[config.mk]
export PLATFORM = sky130hd
export DESIGN_NAME = fetch_unit
export DESIGN_NICKNAME = d
export VERILOG_FILES = /design/src/rtl/fetch_unit_pkg.sv /design/src/rtl/if_id_reg.sv /design/src/rtl/fetch_unit.sv
export SDC_FILE = /design/constraint.sdc
export NUM_CORES = 1
export LEC_CHECK = 0
export CELL_PAD_IN_SITES_DETAIL_PLACEMENT = 0
export CELL_PAD_IN_SITES_GLOBAL_PLACEMENT = 2
export CORE_MARGIN = 2
export CORE_UTILIZATION = 25
export CTS_CLUSTER_SIZE = 28
export DETAILED_ROUTE_END_ITERATION = 16
export HOLD_SLACK_MARGIN = 0.15
export PLACE_DENSITY_LB_ADDON = 0.12
export SLEW_MARGIN = 0
export SYNTH_ARGS = -nofsm -noshare
export SYNTH_HDL_FRONTEND = slang
export SYNTH_SLANG_ARGS = --single-unit
[constraint.sdc]
create_clock -name clk -period 1.5 [get_ports clk]
set_input_delay 0.3 -clock clk [delete_from_list [all_inputs] [get_ports clk]]
set_output_delay 0.3 -clock clk [all_outputs]
set_load 0.1 [all_outputs]
[src/rtl/fetch_unit_pkg.sv]
// Shared fetch-stage definitions: reset constants, FSM states, PC select codes, IF/ID payload.
package fetch_unit_pkg;

    localparam int unsigned XLEN = 32;

    localparam logic [XLEN-1:0] NOP_INSTR_DEF = 32'h0000_0013;
    localparam logic [XLEN-1:0] RESET_PC_DEF  = 32'h0000_0000;

    // Fetch FSM states
    typedef enum logic [1:0] {
        FS_IDLE = 2'd0,
        FS_WAIT = 2'd1,
        FS_HOLD = 2'd2,
        FS_DROP = 2'd3
    } fetch_state_e;

    // Next-PC source codes used by the PC register
    typedef enum logic [1:0] {
        PC_SEL_PLUS4  = 2'd0,
        PC_SEL_BRANCH = 2'd1,
        PC_SEL_JALR   = 2'd2,
        PC_SEL_TRAP   = 2'd3
    } pc_sel_e;

    // IF/ID pipeline register payload
    typedef struct packed {
        logic            valid;
        logic [XLEN-1:0] instr;
        logic [XLEN-1:0] pc;
        logic [XLEN-1:0] pc4;
    } if_id_t;

endpackage

[src/rtl/if_id_reg.sv]
// IF/ID pipeline register: flush beats stall, stall holds, load on accept, bubble otherwise.
module if_id_reg
    import fetch_unit_pkg::*;
#(
    parameter logic [XLEN-1:0] NOP_INSTR = NOP_INSTR_DEF,
    parameter logic [XLEN-1:0] RESET_PC  = RESET_PC_DEF
) (
    input  logic   clk,
    input  logic   rst_n,
    input  logic   flush,
    input  logic   stall,
    input  logic   load,
    input  if_id_t load_data,
    output if_id_t q
);

    // Register update with flush > stall > load > bubble priority; PCs only change on load
    always_ff @(posedge clk) begin
        if (!rst_n) begin
            q.valid <= 1'b0;
            q.instr <= NOP_INSTR;
            q.pc    <= RESET_PC;
            q.pc4   <= RESET_PC + 32'd4;
        end else if (flush) begin
            q.valid <= 1'b0;
            q.instr <= NOP_INSTR;
        end else if (stall) begin
            q <= q;
        end else if (load) begin
            q <= load_data;
        end else begin
            q.valid <= 1'b0;
            q.instr <= NOP_INSTR;
        end
    end

endmodule

[src/rtl/fetch_unit.sv]
// Instruction fetch: one outstanding imem request, one-entry hold buffer, IF/ID register.
module fetch_unit
    import fetch_unit_pkg::*;
#(
    parameter logic [XLEN-1:0] NOP_INSTR = NOP_INSTR_DEF,
    parameter logic [XLEN-1:0] RESET_PC  = RESET_PC_DEF
) (
    input  logic            clk,
    input  logic            rst_n,
    input  logic [XLEN-1:0] pc_if_i,
    input  logic [XLEN-1:0] pc_plus_4_if_i,
    input  logic            flush_if_i,
    input  logic            stall_id_i,
    output logic            imem_req_o,
    output logic [XLEN-1:0] imem_addr_o,
    input  logic            imem_gnt_i,
    input  logic            imem_rvalid_i,
    input  logic [XLEN-1:0] imem_rdata_i,
    output logic            fetch_stall_o,
    output logic            valid_id_o,
    output logic [XLEN-1:0] instr_id_o,
    output logic [XLEN-1:0] pc_id_o,
    output logic [XLEN-1:0] pc_plus_4_id_o
);

    fetch_state_e    state;
    logic [XLEN-1:0] req_pc;
    logic [XLEN-1:0] req_pc4;
    logic [XLEN-1:0] hold_instr;
    logic            accept;
    if_id_t          load_data;
    if_id_t          if_id_q;

    // Request, accept and PC-stall decode; all gated off while reset is asserted
    always_comb begin
        imem_req_o    = rst_n && (state == FS_IDLE) && !flush_if_i;
        imem_addr_o   = pc_if_i;
        accept        = rst_n && !flush_if_i && !stall_id_i &&
                        (((state == FS_WAIT) && imem_rvalid_i) || (state == FS_HOLD));
        fetch_stall_o = !(flush_if_i || accept);
        load_data.valid = 1'b1;
        load_data.instr = (state == FS_HOLD) ? hold_instr : imem_rdata_i;
        load_data.pc    = req_pc;
        load_data.pc4   = req_pc4;
    end

    // Fetch FSM: track the outstanding request, park words under stall, drop words after redirect
    always_ff @(posedge clk) begin
        if (!rst_n) begin
            state      <= FS_IDLE;
            req_pc     <= RESET_PC;
            req_pc4    <= RESET_PC + 32'd4;
            hold_instr <= '0;
        end else begin
            case (state)
                FS_IDLE: begin
                    if (imem_req_o && imem_gnt_i) begin
                        req_pc  <= pc_if_i;
                        req_pc4 <= pc_plus_4_if_i;
                        state   <= FS_WAIT;
                    end
                end
                FS_WAIT: begin
                    if (imem_rvalid_i) begin
                        if (!flush_if_i && stall_id_i) begin
                            hold_instr <= imem_rdata_i;
                            state      <= FS_HOLD;
                        end else begin
                            state <= FS_IDLE;
                        end
                    end else if (flush_if_i) begin
                        state <= FS_DROP;
                    end
                end
                FS_HOLD: begin
                    if (flush_if_i) begin
                        hold_instr <= '0;
                        state      <= FS_IDLE;
                    end else if (!stall_id_i) begin
                        state <= FS_IDLE;
                    end
                end
                FS_DROP: begin
                    if (imem_rvalid_i) begin
                        state <= FS_IDLE;
                    end
                end
                default: state <= FS_IDLE;
            endcase
        end
    end

    if_id_reg #(
        .NOP_INSTR (NOP_INSTR),
        .RESET_PC  (RESET_PC)
    ) u_if_id_reg (
        .clk       (clk),
        .rst_n     (rst_n),
        .flush     (flush_if_i),
        .stall     (stall_id_i),
        .load      (accept),
        .load_data (load_data),
        .q         (if_id_q)
    );

    assign valid_id_o     = if_id_q.valid;
    assign instr_id_o     = if_id_q.instr;
    assign pc_id_o        = if_id_q.pc;
    assign pc_plus_4_id_o = if_id_q.pc4;

endmodule

# ---- Word-level counts from Yosys, hierarchy flattened
# Cells that the tools add are included.
dict set report word_totals {
  wordCells 55
  out_inout_bits 131
  inputBits 102
  reg_bits 195
}
dict set report classes {
  muxes 14
  n_eq_ne 10
  n_reduce_logical 20
  bitwise 3
}
# op n
set ops {}
lappend ops {{2-to-1 mux 32 bit} 4}
lappend ops {{one-hot mux 32 bit (2 select lines)} 1}
lappend ops {{2-to-1 mux 33 bit} 1}
lappend ops {{2-to-1 mux 2 bit} 7}
lappend ops {{logical AND 1 bit} 8}
lappend ops {{one-hot mux 2 bit (4 select lines)} 1}
lappend ops {{AND reduction 4 bit} 2}
lappend ops {{!= test 2 bit (second input constant)} 3}
lappend ops {{!= test 3 bit (second input constant)} 2}
lappend ops {{equality test 2 bit (second input constant)} 2}
lappend ops {{!= test 2 x 1 -> 1 bit (second input constant)} 2}
lappend ops {{zero test 1 bit} 3}
lappend ops {{NOT 1 bit} 3}
lappend ops {{AND reduction 3 bit} 1}
lappend ops {{equality test 2 x 1 -> 1 bit (second input constant)} 1}
lappend ops {{zero test 2 bit} 1}
lappend ops {{logical OR 1 bit} 2}
lappend ops {{AND reduction 2 bit} 1}
lappend ops {{nonzero test 2 bit} 1}
lappend ops {{OR reduction 2 bit} 1}

# ---- Longest topological paths before layout
# Gate-level depths: netlist of the first run.
dict set report depth {
  word_depth 6
  ltp_mapped 6
  depth_no_buf 3
}

# ---- Hierarchy
# Synthesis of the first run repeated with hierarchy kept, for this count alone.
dict set report hier_totals {
  hier_cells 878
  hier_area_um2 8270.4
}
# mod area_per_inst_um2 seq_area_each_um2 instances cells_per_inst
set modules_own_cells {}
lappend modules_own_cells {fetch_unit 4369.2 1961.9 1 452}
lappend modules_own_cells {if_id_reg 3901.2 1941.9 1 426}

# ---- Least setup slack after synthesis of the first run
# No wires, ideal clock.
dict set report synth_timing {
  path_type {register to output}
  start {reg state[1]}
  end {out fetch_stall_o}
  t_arrival_ns 2.445
  path_stages_with_launch 6
  setup_slack_ns -1.245
  path_buffers 2
  required_ns 1.200
  cell_sequence {dfxtp_1 > and3b_1 > o21ai_1 > buf_4 > buf_8 > nor2b_1}
}
dict set report synth_via {
  elab_chain_cells 6
}
# item line
set synth_lines {}
lappend synth_lines {{start: declaration} fetch_unit.sv:26} ;# fetch_state_e state;
lappend synth_lines {{start signal: assignment} fetch_unit.sv:50} ;# state <= FS_IDLE;
lappend synth_lines {{start signal: assignment} fetch_unit.sv:60} ;# state <= FS_WAIT;
lappend synth_lines {{start signal: assignment} fetch_unit.sv:67} ;# state <= FS_HOLD;
lappend synth_lines {{equality test 2 x 1 -> 1 bit} fetch_unit.sv:39} ;# (((state == FS_WAIT) && imem_rvalid_i) || (state == FS_HOLD));
lappend synth_lines {{logical AND 1 bit} fetch_unit.sv:39}
lappend synth_lines {{logical OR 1 bit *} fetch_unit.sv:39}
lappend synth_lines {{logical AND 1 bit *} fetch_unit.sv:38} ;# accept = rst_n && !flush_if_i && !stall_id_i &&
lappend synth_lines {{logical OR 1 bit *} fetch_unit.sv:40} ;# fetch_stall_o = !(flush_if_i || accept);
lappend synth_lines {{zero test 1 bit *} fetch_unit.sv:40}
lappend synth_lines {{end: declaration} fetch_unit.sv:19} ;# output logic fetch_stall_o,
# Mark *: on every way between the ends. The rest lies on a longest branch, timed or not.

# ---- Worst setup path after layout of the first run
# Same ends and word-level chain as after synthesis.

==> reports/qor.csv, run 1 <==
stage,metric,value,unit
status,outcome,"finished, violations left",
status,failing checks,setup timing,
timing,final-report max-slew violation count,0,
die,Die Span Y,176.7,um
hold_path,worst hold path depth,4,
drt,total number of vias,6046,
global_route,initial antenna violation count,0,
drt,Routed wire per std cell,17.10,um
place,GP Congestion,0.7582,
timing,period utilization,124.3,%
critical_path,number of cells on the critical path,4,
synth,Synth cell types,34,
timing,setup TNS,-13640,ps
power_and_ir_drop,Lkg Pwr,5.440,nW
drt,# DRC,0,
timing,Final Hold Fails,0,
timing,FMAX,536.5,MHz
die,initial core utilization,25.30,%
critical_path,Critical R2R Launch,state[0]$_SDFFE_PN0P_,
clock_network,Sink Count,195,
clock_network,clk buf depth,2,
clock_network,hold buffer count at CTS,0,
hold_path,type of the most critical hold path,primary input to flip-flop,
die,Core Footprint,0.02948,mm2
place,Post-DP HPWL,15340,um
die,Total Die Area,0.03123,mm2
critical_path,reg2reg setup slack,-170,ps
timing,Max-slew headroom,61.64,%
synth,sequential share of the synthesized area,52.34,%
drt,drt pass-1 iters,4,
final_layout,Reg area,0.003911,mm2
timing,Slew @ Worst Pin,575.4,ps
final_layout,Layout Nets,1059,
synth,Synth Register Bits,195,
global_route,Tot GR Track Use,14.61,%
timing,min Tclk post-route,1864,ps
critical_path,Setup CP Type,flip-flop to output pin,
place,DP Area,0.01151,mm2
drt,Initial DRC Count,237,
synth,syn_nets,826,
synth,Mapped Area,0.007458,mm2
critical_path,Startpoint Class,flip-flop,
place,PortBufs,232,
critical_path,cell family with most CP delay,simple AND/OR/NAND/NOR gates,
drt,Via density,4.446,
critical_path,Worst Path Required,1200,ps
die,Core Rows,63,
timing,RSZ-0062 raised after global routing,true,
critical_path,FF-to-FF path depth,7,
global_route,largest net degree at the start of global routing,128,
place,pre-CTS WS,-452.4,ps
final_layout,most frequent cells in the layout,"dfxtp_1 (193), buf_12 (153), nand2_1 (127)",
die,IO Pins,233,
critical_path,Max stage delay on crit path,380,ps
global_route,first-pass GRT wire length,35510,um
timing,setup slack after layout,-363.9,ps
drt,Post-DRT Antenna Nets,0,
hold_path,WHS Endpoint,state[1]$_SDFFE_PN0P_,
critical_path,crit path max fanout,5,
power_and_ir_drop,maximum vdd drop,0.7111,mV
power_and_ir_drop,Power per Cell Area,922.4,mW/mm2
timing,# setup viols final,140,
synth,syn avg cell area,10.30,um2
final_layout,"commonest non-fill, non-tap cell in the layout",dfxtp_1,
clock_network,clk slew on worst S/H paths,70,ps
final_layout,Filler Cell Count,2747,
final_layout,Layout area overhead,71.50,%
clock_network,CTS Buf Count,17,
critical_path,crit path from,state[1]$_SDFFE_PN0P_,
final_layout,layout cells sized above 1,30.00,%
critical_path,Bufs and invs on worst path,1,
clock_network,root cell of the clock tree,clkbuf_16,
drt,final wirelength,23260,um
final_layout,post-layout instance area,0.01279,mm2
global_route,vias in the first global route,6325,
final_layout,Multi-input gate area,0.003059,mm2
synth,Ys Warns,0,
synth,Gate Count Post-Synth,724,
critical_path,crit end category,output pin,
critical_path,Reg-to-Reg End,hold_instr[12]$_SDFFE_PN0P_,
critical_path,slowest CP cell,dfxtp_4,
hold_path,Hold Path Origin,rst_n,
clock_network,CTS tree,done,
clock_network,H-tree Lvls,4,
critical_path,CP Cell Sequence,and3b_2 > o21ai_4 > nor2b_4 > buf_12,
job,Max Cap Viol,0,
die,die width,176.7,um
timing,Clock Skew,7.740,ps
global_route,gr ovfl total,0,
clock_network,clk_lat worst skew,440,ps
critical_path,critical path data arrival time,1560,ps
final_layout,antenna cells,0,
-- state kept, by name, summed over array words and instances, names as in the netlist --
register,cells
state,2
hold_instr,32
req_pc,32
u_if_id_reg.q,97
req_pc4,32
-- worst register-to-register path, delay by kind of cell, from the launching register on --
kind	cells	cell delay, ps
buffers and inverters	4	560
flip-flops	1	370
AO/OA/AOI/OAI	2	440
AND/OR/NAND/NOR	1	250
-- metal layers --
layer  up-vias  wire (um)  part of all wire [%]  global-route usage [%]
met5         -          0                     0                       0
met4         0        287                   1.2                   4.132
met1      2912       9706                    42                   17.12
met2       151      11660                    50                   25.18
met3        21       1603                   6.9                   5.112
li1       2962          -                     -                       -
-- power breakdown --
| part | leakage [nW] | switching [W] | internal (W) | total, W |
|---|---|---|---|---|
| sequential | 1.58 | 0.0000339 | 0.00528 | 0.00531 |
| combinational | 3.55 | 0.000868 | 0.000680 | 0.00155 |
| clock | 0.313 | 0.00214 | 0.00280 | 0.00494 |
-- synthesized netlist by cell type --
| master | number | share of area [%] |
|---|---|---|
| dfxtp_1 | 195 | 52 |
| nand2_1 | 127 | 6.4 |
| mux2i_1 | 94 | 13 |
| nand3_1 | 64 | 4.3 |
| o21ai_1 | 60 | 4.0 |
| buf_4 | 35 | 3.5 |
| a22o_1 | 32 | 3.8 |
| clkbuf_1 | 21 | 1.1 |
| buf_2 | 20 | 1.3 |
| o2bb2ai_2 | 19 | 3.8 |
| o2bb2ai_1 | 10 | 1.2 |
| buf_6 | 9 | 1.4 |
| o21ai_0 | 6 | 0.40 |
| buf_8 | 4 | 0.81 |
| mux2_2 | 3 | 0.45 |
| o22a_1 | 3 | 0.35 |
| and2_1 | 2 | 0.17 |
| inv_1 | 2 | 0.10 |
| nor2_1 | 2 | 0.10 |
| nor2b_1 | 2 | 0.17 |
| a21oi_1 | 1 | 0.067 |
| a221oi_4 | 1 | 0.35 |
| and2b_1 | 1 | 0.10 |
| and3b_1 | 1 | 0.12 |
| clkbuf_2 | 1 | 0.067 |
| clkbuf_4 | 1 | 0.10 |
| inv_2 | 1 | 0.050 |
| nand2b_1 | 1 | 0.084 |
| nor2b_2 | 1 | 0.12 |
| nor3b_1 | 1 | 0.10 |
| nor4_2 | 1 | 0.17 |
| nor4b_2 | 1 | 0.20 |
| o21a_1 | 1 | 0.10 |
| o21ai_2 | 1 | 0.12 |
-- layout make-up --
cell class,instances,area share [%]
inverter,3,0.08804
timing repair buffer,305,36.66
clock inverter,12,1.291
multi-input combinational,435,23.92
clock buffer,20,3.649
tap,390,3.815
sequential,195,30.58
-- through the flow --
stage	instances	total power [W]	util, %	hold slack (ps)
after floorplan	724	0.006221	-	430.4
after global placement	1300	0.006863	39.05	443.2
after detailed placement	1300	0.006881	39.05	452.2
after CTS	1349	0.01194	42.26	315.0
after global routing	1360	0.01226	43.39	351.9
final	1360	0.01180	43.39	338.6
-- worst max-delay path by stage --
stage / slack [ps] / to
3_5_place_dp: -450 / u_if_id_reg.q[29]$_SDFFE_PN0P_
6_report: -360 / fetch_stall_o
3_3_place_gp: -420 / imem_req_o
5_1_grt: -420 / fetch_stall_o
4_1_cts: -390 / fetch_stall_o
2_1_floorplan: -380 / fetch_stall_o
-- logic make-up (layout without fill, tap and decap cells) --
group	Yosys count	after routing	synth area share, %
compound gates	134	134	14.18
mux	97	97	13.07
flops	195	195	52.34
buf+inv	94	340	8.405
simple gates	204	204	12.01
-- what timing repair did --
item                                    CTS  global route
endpoints found under the setup margin   61           168
cloned                                    3             8
gates resized for setup                  28            39
buffers inserted                         14             9
pin swaps                                 2             7
No activity file was read; power rests on OpenSTA's default activity.
==> inputs of run 2 (changes only) <==
--- a/config.mk
+++ b/config.mk
@@ -5,10 +5,11 @@
 export SDC_FILE = /design/constraint.sdc
 export NUM_CORES = 1
 export LEC_CHECK = 0
+export ABC_AREA = 1
 export CELL_PAD_IN_SITES_DETAIL_PLACEMENT = 0
 export CELL_PAD_IN_SITES_GLOBAL_PLACEMENT = 2
 export CORE_MARGIN = 2
-export CORE_UTILIZATION = 25
+export CORE_UTILIZATION = 23
 export CTS_CLUSTER_SIZE = 28
 export DETAILED_ROUTE_END_ITERATION = 16
 export HOLD_SLACK_MARGIN = 0.15
==> run 2 against run 1 <==
  * The flow still finishes with violations (setup timing)
  * Clock-buffer cell count stayed put
  * Sequential power is 3% higher
  * Final area hardly changed
  * Critical endpoint unchanged
  * Utilization is 4.9 points lower
  * Synthesized cell count is 41% higher
  * Power is 7.4% higher
  * Largest cell class unchanged
  * Sequential share of layout area hardly changed
  * Die area is 12% higher
  * Global-route usage is 0.56 points higher
  * Flip-flop and latch count stayed put
==> reports/qor.csv, run 2 <==
stage,metric,value,unit,change
status,outcome,"finished, violations left",,unchanged
status,failing checks,setup timing,,unchanged
synth,Adder-Cell Fraction of Synth Area,0,%,unchanged
job,Max Cap Viol,0,,unchanged
power_and_ir_drop,Power per Cell Area,990.8,mW/mm2,was 922.4 mW/mm2
final_layout,max FFs per register,97,,unchanged
power_and_ir_drop,Comb power frac,22.4,%,was 13.1%
global_route,gr ovfl total,0,,unchanged
drt,drt pass-1 iters,5,,was 4
critical_path,Max stage delay on crit path,360,ps,was 380 ps
die,die width,187.0,um,was 176.7 um
final_layout,Filler Cell Count,3439,,was 2747
critical_path,Most Frequent Cell on Critical Path,inv_4,,
synth,largest family of logic cells by synthesized area,simple AND/OR/NAND/NOR gates,,was compound AO/OA/AOI/OAI gates
critical_path,slowest CP cell,dfxtp_2,,was dfxtp_4
drt,final wirelength,27670,um,was 23260 um
clock_network,CTS Buf Count,17,,unchanged
power_and_ir_drop,Lkg Pwr,4.812,nW,was 5.440 nW
power_and_ir_drop,maximum vdd drop,0.7659,mV,was 0.7111 mV
synth,syn_nets,1123,,was 826
global_route,initial antenna violation count,1,,was 0
drt,total number of vias,7235,,was 6046
critical_path,CP Cell Sequence,inv_4 > nand2_4 > o21ai_2 > nand2_2 > inv_4 > nor2_4 > buf_12,,was and3b_2 > o21ai_4 > nor2b_4 > buf_12
timing,FMAX,589.7,MHz,was 536.5 MHz
global_route,vias in the first global route,7098,,was 6325
power_and_ir_drop,Sw Share,31.41,%,was 25.81%
place,Post-DP HPWL,16810,um,was 15340 um
synth,top cell type's share of synthesized area,50.69,%,was 52.34%
timing,period utilization,113.1,%,was 124.3%
drt,Post-DRT Antenna Nets,0,,unchanged
synth,Main synth FF type,dfxtp_1,,unchanged
final_layout,layout cells sized above 1,21.22,%,was 30.00%
synth,syn avg cell area,7.543,um2,was 10.30 um2
global_route,first-pass GRT wire length,41460,um,was 35510 um
clock_network,H-tree Lvls,4,,unchanged
drt,Via density,4.261,,was 4.446
timing,final-report max-slew violation count,0,,unchanged
place,PortBufs,232,,unchanged
place,GP Congestion,0.6952,,was 0.7582
critical_path,Startpoint Class,flip-flop,,unchanged
critical_path,crit path max fanout,4,,was 5
timing,Clock Skew,14.81,ps,was 7.740 ps
power_and_ir_drop,clock power share,34.6,%,was 41.9%
synth,Simple-Gate Fraction of Synth Area,26.97,%,was 12.01%
die,Core Rows,67,,was 63
die,initial core utilization,23.14,%,was 25.30%
final_layout,most frequent cells in the layout,"nand2_1 (293), dfxtp_1 (193), buf_12 (145)",,"was dfxtp_1 (193), buf_12 (153), nand2_1 (127)"
synth,"area leader, netlist",dfxtp_1,,unchanged
clock_network,clk slew on worst S/H paths,80,ps,was 70 ps
drt,Routed wire per std cell,16.29,um,was 17.10 um
synth,sequential share of the synthesized area,50.69,%,was 52.34%
die,Core Footprint,0.03328,mm2,was 0.02948 mm2
synth,Ys Warns,0,,unchanged
final_layout,Reg area,0.003909,mm2,was 0.003911 mm2
timing,Slew @ Worst Pin,687.8,ps,was 575.4 ps
timing,# setup viols final,28,,was 140
hold_path,worst hold path depth,3,,was 4
clock_network,Sink Count,195,,unchanged
synth,mux cell area share after synthesis,0,%,was 13.07%
timing,Final Hold Fails,0,,unchanged
clock_network,CTS tree,done,,unchanged
die,Total Die Area,0.03496,mm2,was 0.03123 mm2
timing,min Tclk post-route,1696,ps,was 1864 ps
timing,setup slack after layout,-195.8,ps,was -363.9 ps
final_layout,fin util,38.45,%,was 43.39%
drt,# DRC,0,,unchanged
critical_path,Worst Path Required,1200,ps,about the same
place,pre-CTS WS,-331.7,ps,was -452.4 ps
clock_network,clk buf depth,2,,unchanged
synth,Synth cell types,23,,was 34
power_and_ir_drop,Internal,0.008695,W,was 0.008754 W
final_layout,"Most flops, register",u_if_id_reg.q,,unchanged
synth,compound-gate portion of the synthesized area,12.87,%,was 14.18%
power_and_ir_drop,total chip power,0.01268,W,was 0.01180 W
drt,Initial DRC Count,356,,was 237
die,Die Span Y,187.0,um,was 176.7 um
synth,Mapped Area,0.007701,mm2,was 0.007458 mm2
synth,"top cells by area, synth","dfxtp_1 (51%), nand2_1 (15%), a21oi_1 (8.3%), nor2_1 (6.5%), buf_4 (4.8%)",,"was dfxtp_1 (52%), mux2i_1 (13%), nand2_1 (6.4%), nand3_1 (4.3%), o21ai_1 (4.0%)"
synth,Synth Register Bits,195,,unchanged
clock_network,root cell of the clock tree,clkbuf_16,,unchanged
power_and_ir_drop,Psw,0.003982,W,was 0.003045 W
hold_path,type of the most critical hold path,primary input to flip-flop,,unchanged
final_layout,Layout area overhead,66.14,%,was 71.50%
die,IO Pins,233,,unchanged
final_layout,"commonest non-fill, non-tap cell in the layout",nand2_1,,was dfxtp_1
power_and_ir_drop,sequential power share,43.0,%,was 45.0%
synth,synth cell count leaders,"nand2_1 (299), dfxtp_1 (195), nor2_1 (133)",,"was dfxtp_1 (195), nand2_1 (127), mux2i_1 (94)"
clock_network,hold buffer count at CTS,0,,unchanged
final_layout,Multi-input gate area,0.003118,mm2,was 0.003059 mm2
final_layout,Layout Nets,1338,,was 1059
global_route,Tot GR Track Use,15.17,%,was 14.61%
synth,fraction of registers with async set/reset,0,%,unchanged
synth,Synth Area in XOR/XNOR,0,%,unchanged
global_route,largest net degree at the start of global routing,66,,was 128
critical_path,critical path data arrival time,1400,ps,was 1560 ps
timing,Max-slew headroom,54.15,%,was 61.64%
critical_path,crit end category,output pin,,unchanged
synth,Gate Count Post-Synth,1021,,was 724
synth,Post-synth EDFFs,0,,unchanged
timing,RSZ-0062 raised after global routing,true,,unchanged
critical_path,Setup CP Type,flip-flop to output pin,,unchanged
synth,most frequent cell after synthesis,nand2_1,,was dfxtp_1
critical_path,FF-to-FF path depth,9,,was 7
clock_network,clk_lat worst skew,440,ps,about the same
## run 2: logic make-up (layout without fill, tap and decap cells)
logic type             count (synthesis)  count (layout)
and+or+nand+nor                      510             510
AOI/OAI and AO/OA                    196             196
DFF                                  195             195
buffers and inverters                120             348
other                                  0               1
## run 2: path summary, 6_finish.rpt
check	from	to	slack [ps]
worst min register to register	req_pc4[30]$_SDFFE_PN0P_	req_pc4[30]$_SDFFE_PN0P_	460
worst max-delay path	state[0]$_SDFFE_PN0P_	fetch_stall_o	-200
worst min-delay path	rst_n	u_if_id_reg.q[2]$_SDFFE_PN1P_	370
worst max register to register	state[1]$_SDFFE_PN0P_	hold_instr[10]$_SDFFE_PN0P_	-100
## run 2: routing by layer
layer	GRT usage (%)	wire, um	up-vias
met5	0	12	-
met3	5.197	1829	17
met1	18.65	12660	3309
met2	25.14	12850	187
met4	4.365	323	2
li1	-	-	3720
## run 2: worst max-delay path: cells and delay by family (launching register included)
family / cells / cell delay [ps]
buffers and inverters: 3 / 280
flip-flops: 1 / 360
AO/OA/AOI/OAI: 1 / 60
AND/OR/NAND/NOR: 3 / 250
## run 2: power groups by stage
stage          sequential [W]  combinational, W  clock (W)
2_1_floorplan         0.00592           0.00117          0
3_3_place_gp          0.00557           0.00266          0
3_5_place_dp          0.00557           0.00265          0
4_1_cts               0.00545           0.00278    0.00460
5_1_grt               0.00548           0.00302    0.00477
6_report              0.00546           0.00284    0.00439
## run 2: final cells by class
type                            count  share of cell area, %
Timing Repair Buffer              306                  36.01
Sequential cell                   195                  30.55
Multi-Input combinational cell    706                  24.37
Tap cell                          448                  4.381
Clock buffer                       20                  3.491
Clock inverter                     12                 0.7530
Inverter                           10                 0.4303
Antenna cell                        1                0.01956
## run 2: stage by stage
step / setup TNS, ps / instances / instance area, um2 / hold slack, ps
2_1_floorplan: -15330 / 1021 / 7712 / 413.2
3_3_place_gp: -50760 / 1643 / 11780 / 447.0
3_5_place_dp: -52630 / 1643 / 11780 / 450.3
4_1_cts: -2439 / 1684 / 12530 / 355.2
5_1_grt: -8752 / 1697 / 12790 / 371.1
6_report: -2147 / 1698 / 12790 / 372.0
## run 2: what timing repair did
action | in CTS | in global routing
pin swaps | 2 | 11
buffers inserted | 6 | 8
gates cloned | 4 | 6
resized for setup | 11 | 26
endpoints found under the setup margin | 28 | 72
==> inputs of run 3 (changes only) <==
--- a/config.mk
+++ b/config.mk
@@ -9,9 +9,10 @@
 export CELL_PAD_IN_SITES_DETAIL_PLACEMENT = 0
 export CELL_PAD_IN_SITES_GLOBAL_PLACEMENT = 2
 export CORE_MARGIN = 2
-export CORE_UTILIZATION = 23
+export CORE_UTILIZATION = 28
 export CTS_CLUSTER_SIZE = 28
 export DETAILED_ROUTE_END_ITERATION = 16
+export GPL_TIMING_DRIVEN = 0
 export HOLD_SLACK_MARGIN = 0.15
 export PLACE_DENSITY_LB_ADDON = 0.12
 export SLEW_MARGIN = 0
==> constraint.sdc (replaced) <==
create_clock -name clk -period 2.1 [get_ports clk]
set_input_delay 0.42 -clock clk [delete_from_list [all_inputs] [get_ports clk]]
set_output_delay 0.42 -clock clk [all_outputs]
set_load 0.1 [all_outputs]
==> run 3 against run 2 <==
  * The run now ends clean
  * Sequential share of layout area is 4.8 points higher
  * Utilization up 2.5 points
  * Clock skew grew 2.0 ps
  * Final area is 14% lower
  * Clock-buffer cell count decreased by 3
  * Hold slack improved by 59 ps
  * Combinational power decreased by 42%
  * Critical path depth is 6 lower
  * Setup slack better by 230 ps
  * Sequential power down 29%
  * First-iteration DRC count fell by 9.8%
  * Critical path type unchanged
  * Largest power group unchanged
  * Highest routed layer is now met4
==> reports/qor.csv, run 3 (synthesis gave the netlist of run 2 again) <==
stage,metric,value,unit,change
status,outcome,completed,,"was finished, violations left"
power_and_ir_drop,Lkg Pwr,4.357,nW,was 4.812 nW
power_and_ir_drop,sequential power share,43.0,%,about the same
timing,RSZ-0062 raised after global routing,true,,unchanged
power_and_ir_drop,maximum vdd drop,0.4032,mV,was 0.7659 mV
critical_path,CP Cell Sequence,clkdlybuf4s15_1,,was inv_4 > nand2_4 > o21ai_2 > nand2_2 > inv_4 > nor2_4 > buf_12
global_route,gr ovfl total,0,,unchanged
final_layout,"commonest non-fill, non-tap cell in the layout",nand2_1,,unchanged
global_route,largest net degree at the start of global routing,21,,was 66
timing,Final Hold Fails,0,,unchanged
drt,drt pass-1 iters,4,,was 5
final_layout,Filler Cell Count,2878,,was 3439
global_route,vias in the first global route,6992,,was 7098
power_and_ir_drop,total chip power,0.008993,W,was 0.01268 W
die,Total Die Area,0.02885,mm2,was 0.03496 mm2
critical_path,Bufs and invs on worst path,1,,was 3
clock_network,clk buf depth,2,,unchanged
drt,total number of vias,7248,,was 7235
critical_path,cell family with most CP delay,buffers and inverters,,was flip-flops
critical_path,crit end category,output pin,,unchanged
die,Core Footprint,0.02695,mm2,was 0.03328 mm2
final_layout,layout cells sized above 1,15.26,%,was 21.22%
clock_network,root cell of the clock tree,clkbuf_16,,unchanged
final_layout,most frequent cells in the layout,"nand2_1 (298), dfxtp_1 (194), nor2_1 (131)",,"was nand2_1 (293), dfxtp_1 (193), buf_12 (145)"
final_layout,max FFs per register,97,,unchanged
global_route,Tot GR Track Use,17.01,%,was 15.17%
clock_network,CTS tree,done,,unchanged
die,die width,169.8,um,was 187.0 um
die,Core Rows,60,,was 67
power_and_ir_drop,Internal,0.006159,W,was 0.008695 W
timing,min Tclk post-route,2067,ps,
hold_path,type of the most critical hold path,primary input to flip-flop,,unchanged
clock_network,H-tree Lvls,4,,unchanged
timing,Slew @ Worst Pin,1022,ps,was 687.8 ps
timing,period utilization,98.44,%,
place,Post-DP HPWL,18070,um,was 16810 um
die,IO Pins,233,,unchanged
timing,Clock Skew,16.78,ps,was 14.81 ps
timing,# setup viols final,0,,was 28
power_and_ir_drop,Comb power frac,18.2,%,was 22.4%
power_and_ir_drop,clock power share,38.7,%,was 34.6%
power_and_ir_drop,Psw,0.002835,W,was 0.003982 W
place,dpl cells,1593,,was 1643
critical_path,reg2reg setup slack,400,ps,was -100 ps
timing,FMAX,483.8,MHz,
timing,setup TNS,0,ps,was -2147 ps
die,initial core utilization,28.57,%,was 23.14%
clock_network,Sink Count,195,,unchanged
clock_network,clk slew on worst S/H paths,70,ps,was 80 ps
critical_path,Max stage delay on crit path,850,ps,was 360 ps
final_layout,antenna cells,0,,was 1
global_route,initial antenna violation count,0,,was 1
power_and_ir_drop,Power per Cell Area,815.1,mW/mm2,was 990.8 mW/mm2
critical_path,critical path data arrival time,1650,ps,was 1400 ps
critical_path,Setup CP Type,flip-flop to output pin,,unchanged
critical_path,Startpoint Class,flip-flop,,unchanged
power_and_ir_drop,Sw Share,31.52,%,was 31.41%
drt,final wirelength,24390,um,was 27670 um
critical_path,slowest CP cell,clkdlybuf4s15_1,,was dfxtp_2
drt,Routed wire per std cell,14.94,um,was 16.29 um
drt,Via density,4.441,,was 4.261
final_layout,Layout Nets,1380,,was 1338
critical_path,Worst Path Required,1680,ps,was 1200 ps
die,Die Span Y,169.8,um,was 187.0 um
final_layout,fin cells,1632,,was 1698
final_layout,Layout area overhead,43.27,%,was 66.14%
global_route,first-pass GRT wire length,38000,um,was 41460 um
job,Max Cap Viol,0,,unchanged
place,GP Congestion,0.7348,,was 0.6952
drt,Post-DRT Antenna Nets,0,,unchanged
final_layout,fin util,40.94,%,was 38.45%
clock_network,CTS Buf Count,17,,unchanged
final_layout,"Most flops, register",u_if_id_reg.q,,unchanged
timing,Hold Slack,431.1,ps,was 372.0 ps
timing,final-report max-slew violation count,0,,unchanged
place,PortBufs,231,,was 232
timing,Max-slew headroom,32.11,%,was 54.15%
critical_path,crit path max fanout,2,,was 4
clock_network,clk_lat worst skew,440,ps,about the same
drt,Initial DRC Count,321,,was 356
drt,# DRC,0,,unchanged
==> run 3: cell count changes in the layout (fill, tap and decap cells not counted), sizes merged, moves of 3 or more <==
cell           delta
clkdlybuf4s15    +72
buf             -114
clkbuf           +52
clkinv            +3
dlygate4sd2      +33
bufbuf            -3
clkinvlp          -3
==> run 3: stage by stage <==
step                worst slack, ps  instance area (um2)
detailed placement            -1552                10450
floorplan                     184.1                 7709
global route                 -38.45                11030
finish                        32.86                11030
global placement              -1582                10450
CTS                          -226.8                11030
==> run 3: path summary, 6_finish.rpt <==
| kind | start | to | depth (start not counted) |
|---|---|---|---|
| setup / recovery | u_if_id_reg.q[64]$_SDFFE_PP1N_ | instr_id_o[0] | 1 |
| hold / removal | flush_if_i | u_if_id_reg.q[68]$_SDFFE_PP1N_ | 3 |
| setup reg to reg | state[1]$_SDFFE_PN0P_ | u_if_id_reg.q[28]$_SDFFE_PN0P_ | 10 |
| hold reg to reg | req_pc[24]$_SDFFE_PN0P_ | req_pc[24]$_SDFFE_PN0P_ | 2 |
==> run 3: final cells by class <==
cell class / count / area [um2] / area share (%)
inverter: 10 / 45.04 / 0.4083
timing repair buffer: 239 / 2256 / 20.45
tap: 341 / 426.7 / 3.867
clock inverter: 15 / 206.4 / 1.871
sequential: 195 / 3905 / 35.39
clock buffer: 17 / 425.4 / 3.856
multi-input combinational: 706 / 3085 / 27.97
buffer: 109 / 683.2 / 6.192
==> run 3: routing by layer <==
metal	vias to the layer above	wire length, um	GRT usage [%]
li1	3811	-	-
met3	12	1545	5.279
met4	0	210	3.939
met1	3252	10940	20.97
met2	173	11690	29.07
met5	-	0	0
==> run 3: power by group through the flow <==
stage	logic, W	clock network, W	registers (W)
2_1_floorplan	0.000838	0	0.00423
3_3_place_gp	0.00168	0	0.00395
3_5_place_dp	0.00168	0	0.00396
4_1_cts	0.00165	0.00360	0.00387
5_1_grt	0.00176	0.00374	0.00389
6_report	0.00164	0.00348	0.00387
==> run 3: timing repair <==
item	4_1_cts	5_1_grt
buffers inserted	0	8
setup endpoints to repair	131	56
hold buffers	0	0
gates resized for setup	241	71
pin swaps	0	2
